`src/rtl/jtag_dtm_tap.sv`:
```
// JTAG TAP controller and RISC-V Debug Transport Module, fully in the clk domain.
// TCK/TMS/TDI are oversampled; DMI scans become a valid/ready request to the debug module.
`timescale 1ns/1ps
module jtag_dtm_tap #(
    parameter logic [31:0] IDCODE    = 32'h1e200a6d,
    parameter int          DMI_ABITS = 6,
    parameter logic [2:0]  DTM_IDLE  = 3'd5
) (
    input  logic                 clk,
    input  logic                 rst,
    input  logic                 jtag_TCK,
    input  logic                 jtag_TMS,
    input  logic                 jtag_TDI,
    output logic                 jtag_TDO,
    output logic                 dmi_req_valid,
    input  logic                 dmi_req_ready,
    output logic [DMI_ABITS-1:0] dmi_req_addr,
    output logic [31:0]          dmi_req_data,
    output logic [1:0]           dmi_req_op,
    input  logic                 dmi_resp_valid,
    input  logic [31:0]          dmi_resp_data,
    output logic                 dmi_hardreset
);
    localparam int         DR_W      = DMI_ABITS + 34;
    localparam logic [4:0] IR_IDCODE = 5'h01;
    localparam logic [4:0] IR_DTMCS  = 5'h10;
    localparam logic [4:0] IR_DMI    = 5'h11;

    typedef enum logic [3:0] {
        TLR, RTI,
        SEL_DR, CAP_DR, SHIFT_DR, EXIT1_DR, PAUSE_DR, EXIT2_DR, UPD_DR,
        SEL_IR, CAP_IR, SHIFT_IR, EXIT1_IR, PAUSE_IR, EXIT2_IR, UPD_IR
    } tap_state_e;

    tap_state_e state, state_next;
    logic tck_s1, tck_s2, tck_s3, tms_s1, tms_s2, tdi_s1, tdi_s2;
    logic tck_rise, tck_fall;
    logic capture_dr, shift_dr, update_dr, capture_ir, shift_ir, update_ir, enter_tlr;

    logic [4:0]           ir, ir_sr;
    logic [DR_W-1:0]      dr_sr, dr_capture, dr_shifted;
    logic [31:0]          dtmcs_value;
    logic                 busy, outstanding;
    logic [31:0]          resp_reg;
    logic [DMI_ABITS-1:0] last_addr;

    // NOTE: sequential state uses non-blocking assignments so every flop samples pre-edge values.
    always_ff @(posedge clk or negedge rst) begin
        if (!rst) begin
            {tck_s1, tck_s2, tck_s3} <= 3'b000;
            {tms_s1, tms_s2}         <= 2'b00;
            {tdi_s1, tdi_s2}         <= 2'b00;
        end else begin
            tck_s1 <= jtag_TCK;
            tck_s2 <= tck_s1;
            tck_s3 <= tck_s2;
            tms_s1 <= jtag_TMS;
            tms_s2 <= tms_s1;
            tdi_s1 <= jtag_TDI;
            tdi_s2 <= tdi_s1;
        end
    end

    assign tck_rise = tck_s2 & ~tck_s3;
    assign tck_fall = ~tck_s2 & tck_s3;

    always_ff @(posedge clk or negedge rst) begin
        if (!rst)          state <= TLR;
        else if (tck_rise) state <= state_next;
    end

    // NOTE: every always_comb output gets a default first so no path can infer a latch.
    always_comb begin
        state_next = state;
        case (state)
            TLR:      state_next = tms_s2 ? TLR      : RTI;
            RTI:      state_next = tms_s2 ? SEL_DR   : RTI;
            SEL_DR:   state_next = tms_s2 ? SEL_IR   : CAP_DR;
            CAP_DR:   state_next = tms_s2 ? EXIT1_DR : SHIFT_DR;
            SHIFT_DR: state_next = tms_s2 ? EXIT1_DR : SHIFT_DR;
            EXIT1_DR: state_next = tms_s2 ? UPD_DR   : PAUSE_DR;
            PAUSE_DR: state_next = tms_s2 ? EXIT2_DR : PAUSE_DR;
            EXIT2_DR: state_next = tms_s2 ? UPD_DR   : SHIFT_DR;
            UPD_DR:   state_next = tms_s2 ? SEL_DR   : RTI;
            SEL_IR:   state_next = tms_s2 ? TLR      : CAP_IR;
            CAP_IR:   state_next = tms_s2 ? EXIT1_IR : SHIFT_IR;
            SHIFT_IR: state_next = tms_s2 ? EXIT1_IR : SHIFT_IR;
            EXIT1_IR: state_next = tms_s2 ? UPD_IR   : PAUSE_IR;
            PAUSE_IR: state_next = tms_s2 ? EXIT2_IR : PAUSE_IR;
            EXIT2_IR: state_next = tms_s2 ? UPD_IR   : SHIFT_IR;
            UPD_IR:   state_next = tms_s2 ? SEL_DR   : RTI;
            default:  state_next = TLR;
        endcase
    end

    // Capture, shift and update all act on the TCK rise that leaves the named state.
    always_comb begin
        capture_dr = tck_rise && (state == CAP_DR);
        shift_dr   = tck_rise && (state == SHIFT_DR);
        update_dr  = tck_rise && (state == UPD_DR);
        capture_ir = tck_rise && (state == CAP_IR);
        shift_ir   = tck_rise && (state == SHIFT_IR);
        update_ir  = tck_rise && (state == UPD_IR);
        enter_tlr  = tck_rise && (state_next == TLR);
    end

    always_ff @(posedge clk or negedge rst) begin
        if (!rst) begin
            ir    <= IR_IDCODE;
            ir_sr <= 5'b00000;
        end else begin
            if (capture_ir)    ir_sr <= 5'b00001;
            else if (shift_ir) ir_sr <= {tdi_s2, ir_sr[4:1]};
            if (enter_tlr)      ir <= IR_IDCODE;
            else if (update_ir) ir <= ir_sr;
        end
    end

    always_comb begin
        dtmcs_value = {14'b0, 1'b0, 1'b0, 1'b0, DTM_IDLE, (busy ? 2'b11 : 2'b00),
                       6'(DMI_ABITS), 4'd1};
        dr_capture  = '0;
        case (ir)
            IR_IDCODE: dr_capture = {{(DR_W-32){1'b0}}, IDCODE};
            IR_DTMCS:  dr_capture = {{(DR_W-32){1'b0}}, dtmcs_value};
            IR_DMI:    dr_capture = {last_addr, resp_reg,
                                     ((busy || outstanding) ? 2'b11 : 2'b00)};
            default:   dr_capture = '0;
        endcase
        // TDI enters at the top of the selected length so the upper bits stay zero.
        dr_shifted = dr_sr >> 1;
        case (ir)
            IR_IDCODE, IR_DTMCS: dr_shifted[31]     = tdi_s2;
            IR_DMI:              dr_shifted[DR_W-1] = tdi_s2;
            default: begin
                dr_shifted    = '0;
                dr_shifted[0] = tdi_s2;
            end
        endcase
    end

    always_ff @(posedge clk or negedge rst) begin
        if (!rst)            dr_sr <= '0;
        else if (capture_dr) dr_sr <= dr_capture;
        else if (shift_dr)   dr_sr <= dr_shifted;
    end

    always_ff @(posedge clk or negedge rst) begin
        if (!rst)          jtag_TDO <= 1'b0;
        else if (tck_fall) jtag_TDO <= (state == SHIFT_IR) ? ir_sr[0] :
                                       (state == SHIFT_DR) ? dr_sr[0] : 1'b0;
    end

    always_ff @(posedge clk or negedge rst) begin
        if (!rst) begin
            busy          <= 1'b0;
            outstanding   <= 1'b0;
            resp_reg      <= '0;
            last_addr     <= '0;
            dmi_req_valid <= 1'b0;
            dmi_req_addr  <= '0;
            dmi_req_data  <= '0;
            dmi_req_op    <= 2'b00;
            dmi_hardreset <= 1'b0;
        end else begin
            dmi_hardreset <= 1'b0;
            if (dmi_req_valid && dmi_req_ready) dmi_req_valid <= 1'b0;
            if (dmi_resp_valid && outstanding) begin
                resp_reg    <= dmi_resp_data;
                outstanding <= 1'b0;
            end
            if (enter_tlr) busy <= 1'b0;
            if (update_dr && ir == IR_DTMCS) begin
                if (dr_sr[16]) busy <= 1'b0;
                if (dr_sr[17]) begin
                    dmi_hardreset <= 1'b1;
                    dmi_req_valid <= 1'b0;
                    outstanding   <= 1'b0;
                end
            end
            // A response landing on the same clk still sees outstanding set, so the scan is busy.
            if (update_dr && ir == IR_DMI) begin
                if (outstanding) begin
                    busy <= 1'b1;
                end else begin
                    last_addr <= dr_sr[DR_W-1:34];
                    if (dr_sr[1:0] == 2'd1 || dr_sr[1:0] == 2'd2) begin
                        dmi_req_addr  <= dr_sr[DR_W-1:34];
                        dmi_req_data  <= dr_sr[33:2];
                        dmi_req_op    <= dr_sr[1:0];
                        dmi_req_valid <= 1'b1;
                        outstanding   <= 1'b1;
                    end
                end
            end
        end
    end
endmodule
```
`config.mk`:
```
export PLATFORM = sky130hd
export DESIGN_NAME = jtag_dtm_tap
export DESIGN_NICKNAME = d
export VERILOG_FILES = /design/src/rtl/jtag_dtm_tap.sv
export SDC_FILE = /design/constraint.sdc
export NUM_CORES = 1
export LEC_CHECK = 0
export CELL_PAD_IN_SITES_DETAIL_PLACEMENT = 1
export CELL_PAD_IN_SITES_GLOBAL_PLACEMENT = 1
export CORE_ASPECT_RATIO = 0.8
export CORE_MARGIN = 5
export CORE_UTILIZATION = 48
export DETAILED_ROUTE_END_ITERATION = 12
export GPL_TIMING_DRIVEN = 0
export PLACE_DENSITY = 0.81
export SKIP_LAST_GASP = 1
export SLEW_MARGIN = 20
export SYNTH_ARGS = -nofsm -noshare
export SYNTH_HDL_FRONTEND = slang
export SYNTH_SLANG_ARGS = --single-unit
```
`constraint.sdc`:
```
create_clock -name clk -period 3.4 [get_ports clk]
set_clock_uncertainty 0.15 [all_clocks]
set_input_delay 0.68 -clock clk [delete_from_list [all_inputs] [get_ports clk]]
set_output_delay 0.68 -clock clk [all_outputs]
set_load 0.05 [all_outputs]
```
==> Word-level counts from Yosys, hierarchy flattened <==
Cells that the tools add are included.
{ "op_classes": {"mux": 47, "n_reduce_logical": 25, "bitwise_logic": 5, "n_eq_ne": 20} }
{ "op_table": {"columns": ["cell", "n"], "rows": [
  ["case mux 40 bit (3 select lines)", 1],
  ["two-way mux 40 bit", 2],
  ["case mux 4 bit (12 select lines)", 1],
  ["== test 4 bit, second input constant", 8],
  ["two-way mux 31 bit", 1],
  ["two-way mux 1 bit", 25],
  ["two-way mux 5 bit", 4],
  ["== test 4 x 3 -> 1 bit, second input constant", 4],
  ["two-way mux 4 bit", 4],
  ["logical AND 1 bit", 11],
  ["== test 5 bit, second input constant", 2],
  ["two-way mux 2 bit", 5],
  ["== test 4 x 2 -> 1 bit, second input constant", 2],
  ["zero test 4 bit", 2],
  ["two-way mux 7 bit", 1],
  ["two-way mux 3 bit", 2],
  ["nonzero test 2 bit", 3],
  ["OR reduction 2 bit", 3],
  ["OR reduction 3 bit", 2],
  ["== test 5 x 1 -> 1 bit, second input constant", 1],
  ["== test 4 x 1 -> 1 bit, second input constant", 1],
  ["NOT 1 bit", 3],
  ["AND reduction 3 bit", 1],
  ["AND 1 bit", 2],
  ["other kinds (5)", 6]
]} }
{ "word_totals": {"ff_bits": 144, "out_inout_bits": 43, "input_bits": 39, "elab_cells": 118} }

==> Logic depth before layout (Yosys ltp) <==
{ "depth": {"word_depth": 10, "depth_mapped": 7, "depth_no_buf": 4} }

==> Worst setup path before layout <==
No wires, ideal clock.
{ "synth_path": {"path_type": "reg2reg", "from": "register ir[0]", "to": "register dmi_req_addr[0]", "n_path_buf": 3, "path_stages_with_launch": 8, "setup_ns": 0.127, "setup_slack_ns": 1.277, "t_required_ns": 3.123, "arrival_ns": 1.845, "synth_period_minus_slack_ns": 2.123, "path_cell_list": "dfstp_2 buf_4 nor4b_4 nand4_2 nor2_2 buf_6 buf_6 mux2_1"} }
{ "synth_between": {"elab_chain_cells": 3} }
{ "synth_rtl": {"columns": ["element", "line", "text"], "rows": [
  ["start: declaration", "40", "logic [4:0] ir, ir_sr;"],
  ["start signal: assignment", "115", "else if (update_ir) ir <= ir_sr;"],
  ["== test 5 bit", "182", "if (update_dr && ir == IR_DMI) begin"],
  ["logical AND 1 bit", "182", null],
  ["AND reduction 3 bit (no line)", null, null],
  ["end signal: assignment", "188", "dmi_req_addr <= dr_sr[DR_W-1:34];"],
  ["end: declaration", "17", "output logic [DMI_ABITS-1:0] dmi_req_addr,"]
]} }
Every way passes these cells.
A chain may end at the register's enable or synchronous reset.

==> Worst setup path after layout <==
{ "layout_path": {"from": "register ir[1]", "to": "register dr_sr[27]"} }
{ "layout_between": {"elab_chain_cells": 5, "elab_cells_between_ends": 8, "cone_classes": "eq/ne (3); mux (4); reduce/logical (1)"} }
{ "layout_rtl": {"columns": ["element", "line", "text"], "rows": [
  ["== test 5 bit or == test 5 x 1 -> 1 bit (tied branches)", "123, 132", null],
  ["OR reduction 3 bit (no line)", null, null],
  ["two-way mux 31 bit", "132", "case (ir)"],
  ["two-way mux 40 bit", "145", "else if (shift_dr) dr_sr <= dr_shifted;"],
  ["two-way mux 40 bit (*)", "144", "else if (capture_dr) dr_sr <= dr_capture;"],
  ["end signal: assignment", "144", null],
  ["end signal: assignment", "145", null],
  ["end: declaration", "41", "logic [DR_W-1:0] dr_sr, dr_capture, dr_shifted;"]
]} }
Every way passes the cells marked *; elsewhere a longest branch is shown, timed or not. The select of a mux whose other input is x is not followed.

==> results by group <==
Synth
  • #FFs+latches synth: approximately 140
  • Share of the synthesized area in the top cell type: a little over half
  • Yosys top cell by area: dfrtp_1
  • Post-Syn Area: 6540 um2
  • Sequential area share after synthesis: a little under three fifths
  • Async S/R FF share, synth: 100%
  • Count of cell types in the netlist: between 50 and 60
  • EDFF count, synth: 0
  • Syn_nets: between 600 and 700
  • Synthesis Warnings: 0
  • Synth Instances: about 570
  • Synthesized area per cell: 11.5 um2
  • Top FF cell, synth: dfrtp_1
  • Synth top area cells: dfrtp_1 55%, mux2_2 9.6%, nand2_1 3.8%, mux2_1 3.4%, a31oi_1 2.6%

Route
  • Post-route DRC: 0
  • Initial DRC Count: 413
  • First-pass DRT Iterations: 5
  • WL/cell: between 20 and 25 um
  • Via density: 5.97
  • WL final: 19900 um
  • Final ANT Viol Nets: 0
  • DR vias: about 5200

Placement
  • Gpl congestion: slightly below 0.9
  • Post-place setup slack: 700 ps
  • Post-DP HPWL: between 10000 and 15000 um
  • Post-Place Cell Area: ~7600 um2
  • Port buffer count: 81

Job
  • Max Cap Viol: 0

Clocking
  • Root buf cell: clkbuf_16
  • H-tree levels: 4
  • Reg clk slew, reported paths: 60 ps
  • Number of buffers created by CTS: 17
  • Setup Buffers After CTS: 0
  • Max Buffers Root-to-Sink: 2
  • # resized after CTS: 0
  • Clk Latency, worst-skew pair: approximately 440 ps
  • Cts hold-fix bufs: 1
  • CTS tree: yes
  • CTS sink cnt: ~140

STA
  • Final Setup Violations: 0
  • Fin crit period: between 2000 and 3000 ps
  • Final Max Slew Viols: 0
  • Setup TNS: 0 ps
  • Hold Violations, Final: 0
  • RSZ-0062 raised after global routing: no
  • Period Utilization, post-route: between 70% and 80%
  • Setup WS post-layout: 785 ps
  • Fmax: between 300 and 400 MHz
  • Max transition margin: between 20% and 30%
  • Tightest Pin Transition: ~1100 ps

Worst setup path
  • Max Fanout on Critical Path: 9
  • Arr. time, crit path: between 2000 and 3000 ps
  • Critical path required time: ~3600 ps
  • Worst setup EP type: flip-flop
  • Crit. Startpoint: ir[1]$_DFFE_PN0P_
  • Critical path class: reg -> reg
  • Reg-to-reg startpoint: ir[1]$_DFFE_PN0P_
  • CP peak stage delay: 880 ps
  • Buffers & Inverters on Critical Path: 1
  • Startpoint Class: flip-flop
  • Crit-path cells: or3_1 > buf_2 > a211oi_2 > a22oi_1 > o21ai_0
  • Crit path max-delay family: compound AO/OA/AOI/OAI gates
  • Slowest cell on crit path: a211oi_2

Power and ir drop
  • Tot Pwr: ~5.2 mW
  • PwrDens: between 600 and 700 nW/um2
  • Leak Pwr: approximately 3.5 nW
  • VDD IR-drop max: roughly 0.49 mV

Die
  • Die H: ~110 um
  • Die ar.: between 15000 and 20000 um2
  • DIE WIDTH: between 100 and 150 um
  • I/O pins: slightly above 80
  • Row count: 38
  • Core area: between 10000 and 15000 um2
  • Starting Density: between 40% and 50%

Layout
  • Max reg flops: 40
  • Finished Cell Area: 8250 um2
  • Fraction of layout cells with a size suffix above 1: around a fifth
  • Commonest non-fill, non-tap cell in the layout: dfrtp_1
  • Fin nets: slightly above 700
  • Layout area overhead: 26.2%
  • Diode count: 0
  • Core Util, Final: around 61%
  • Most frequent cells in the layout: 143 x dfrtp_1, 80 x clkdlybuf4s50_1, 67 x nand2_1, 56 x mux2_2, 31 x o21ai_0

GRT
  • All-Layer GR Usage: roughly 26%
  • Vias in the first global route: 5527
  • Initial antenna violation count: 0
  • First-pass GRT wire length: ~32000 um
  • Largest net degree at the start of global routing: 101
  • Total gr overflow: 0

Run status
  • Status: finished, final reports clean

Hold path
  • Hold Crit Class: reg -> reg
  • Hold Path Origin: tms_s1$_DFF_PN0_
[cells in the mapped netlist, types with 2 or more instances]
cell type,number
clkbuf_1,19
nand2b_1,12
and3_1,3
o211ai_1,4
a31oi_1,27
nor3_1,3
nor2_1,13
dfrtp_1,143
buf_4,3
a211oi_1,2
a21oi_1,9
o21ai_0,31
buf_6,5
nor4_1,19
mux2i_1,5
xnor2_1,2
a32oi_1,3
nor3b_1,2
o32ai_1,2
mux2_2,56
buf_2,13
inv_1,15
mux2_1,20
o21ai_2,3
o31ai_1,6
o311ai_0,2
nand3_1,6
or3_1,2
and3b_1,2
o21ai_1,15
a22oi_1,9
nand4_1,5
and2_1,2
buf_1,4
xor2_1,2
nor4_2,9
nor2b_1,6
nand2_1,67
[cells by family after synthesis]
family / count (synthesis) / share of synthesized area [%]
buffers and inverters: 60 / 4.61
flip-flops: 144 / 55.1
multiplexers: 81 / 13.9
AND/OR/NAND/NOR: 161 / 14.1
XOR/XNOR: 4 / 0.536
AO/OA/AOI/OAI: 121 / 11.7
[path summary, 6_finish.rpt]
path	to	slack [ps]	cells past startpoint
worst max-delay path	dr_sr[27]$_DFFE_PN0P_	790	5
min in group asynchronous	last_addr[3]$_DFFE_PN0P_	600	2
max in group asynchronous	resp_reg[21]$_DFFE_PN0P_	1700	3
worst min register to register	tms_s2$_DFF_PN0_	190	0
worst max register to register	dr_sr[27]$_DFFE_PN0P_	790	5
worst min-delay path	tms_s2$_DFF_PN0_	190	0
[per-layer routing]
metal	track usage (%)	vias to the layer above	wire, um
met1	34.1	2696	8740
met4	7.68	0	327
li1	-	2276	-
met5	0	-	0
met3	7.77	31	1310
met2	41.9	171	9550
[power by group]
part	switching (mW)	leakage (nW)	internal [mW]
registers	0.177	1.92	1.90
clock network	0.734	0.302	1.27
logic	0.746	1.31	0.411
total	1.66	3.53	3.58
[per-stage QoR]
stage / std cells / hold slack (ps)
floorplan: 571 / 181
global placement: 832 / 183
detailed placement: 833 / 186
CTS: 866 / 200
global route: 866 / 212
finish: 866 / 193
[area by class of cell]
cell class / count / area, um2
flip-flops and latches: 144 / 3600
multi-input cells: 367 / 2630
repair buffers: 83 / 853
plain buffers: 45 / 245
fillers: 1394 / 5200
clock buffers: 25 / 515
well taps: 180 / 225
clock inverters: 7 / 121
inverters: 15 / 56.3
No activity file was read; power rests on OpenSTA's default activity.
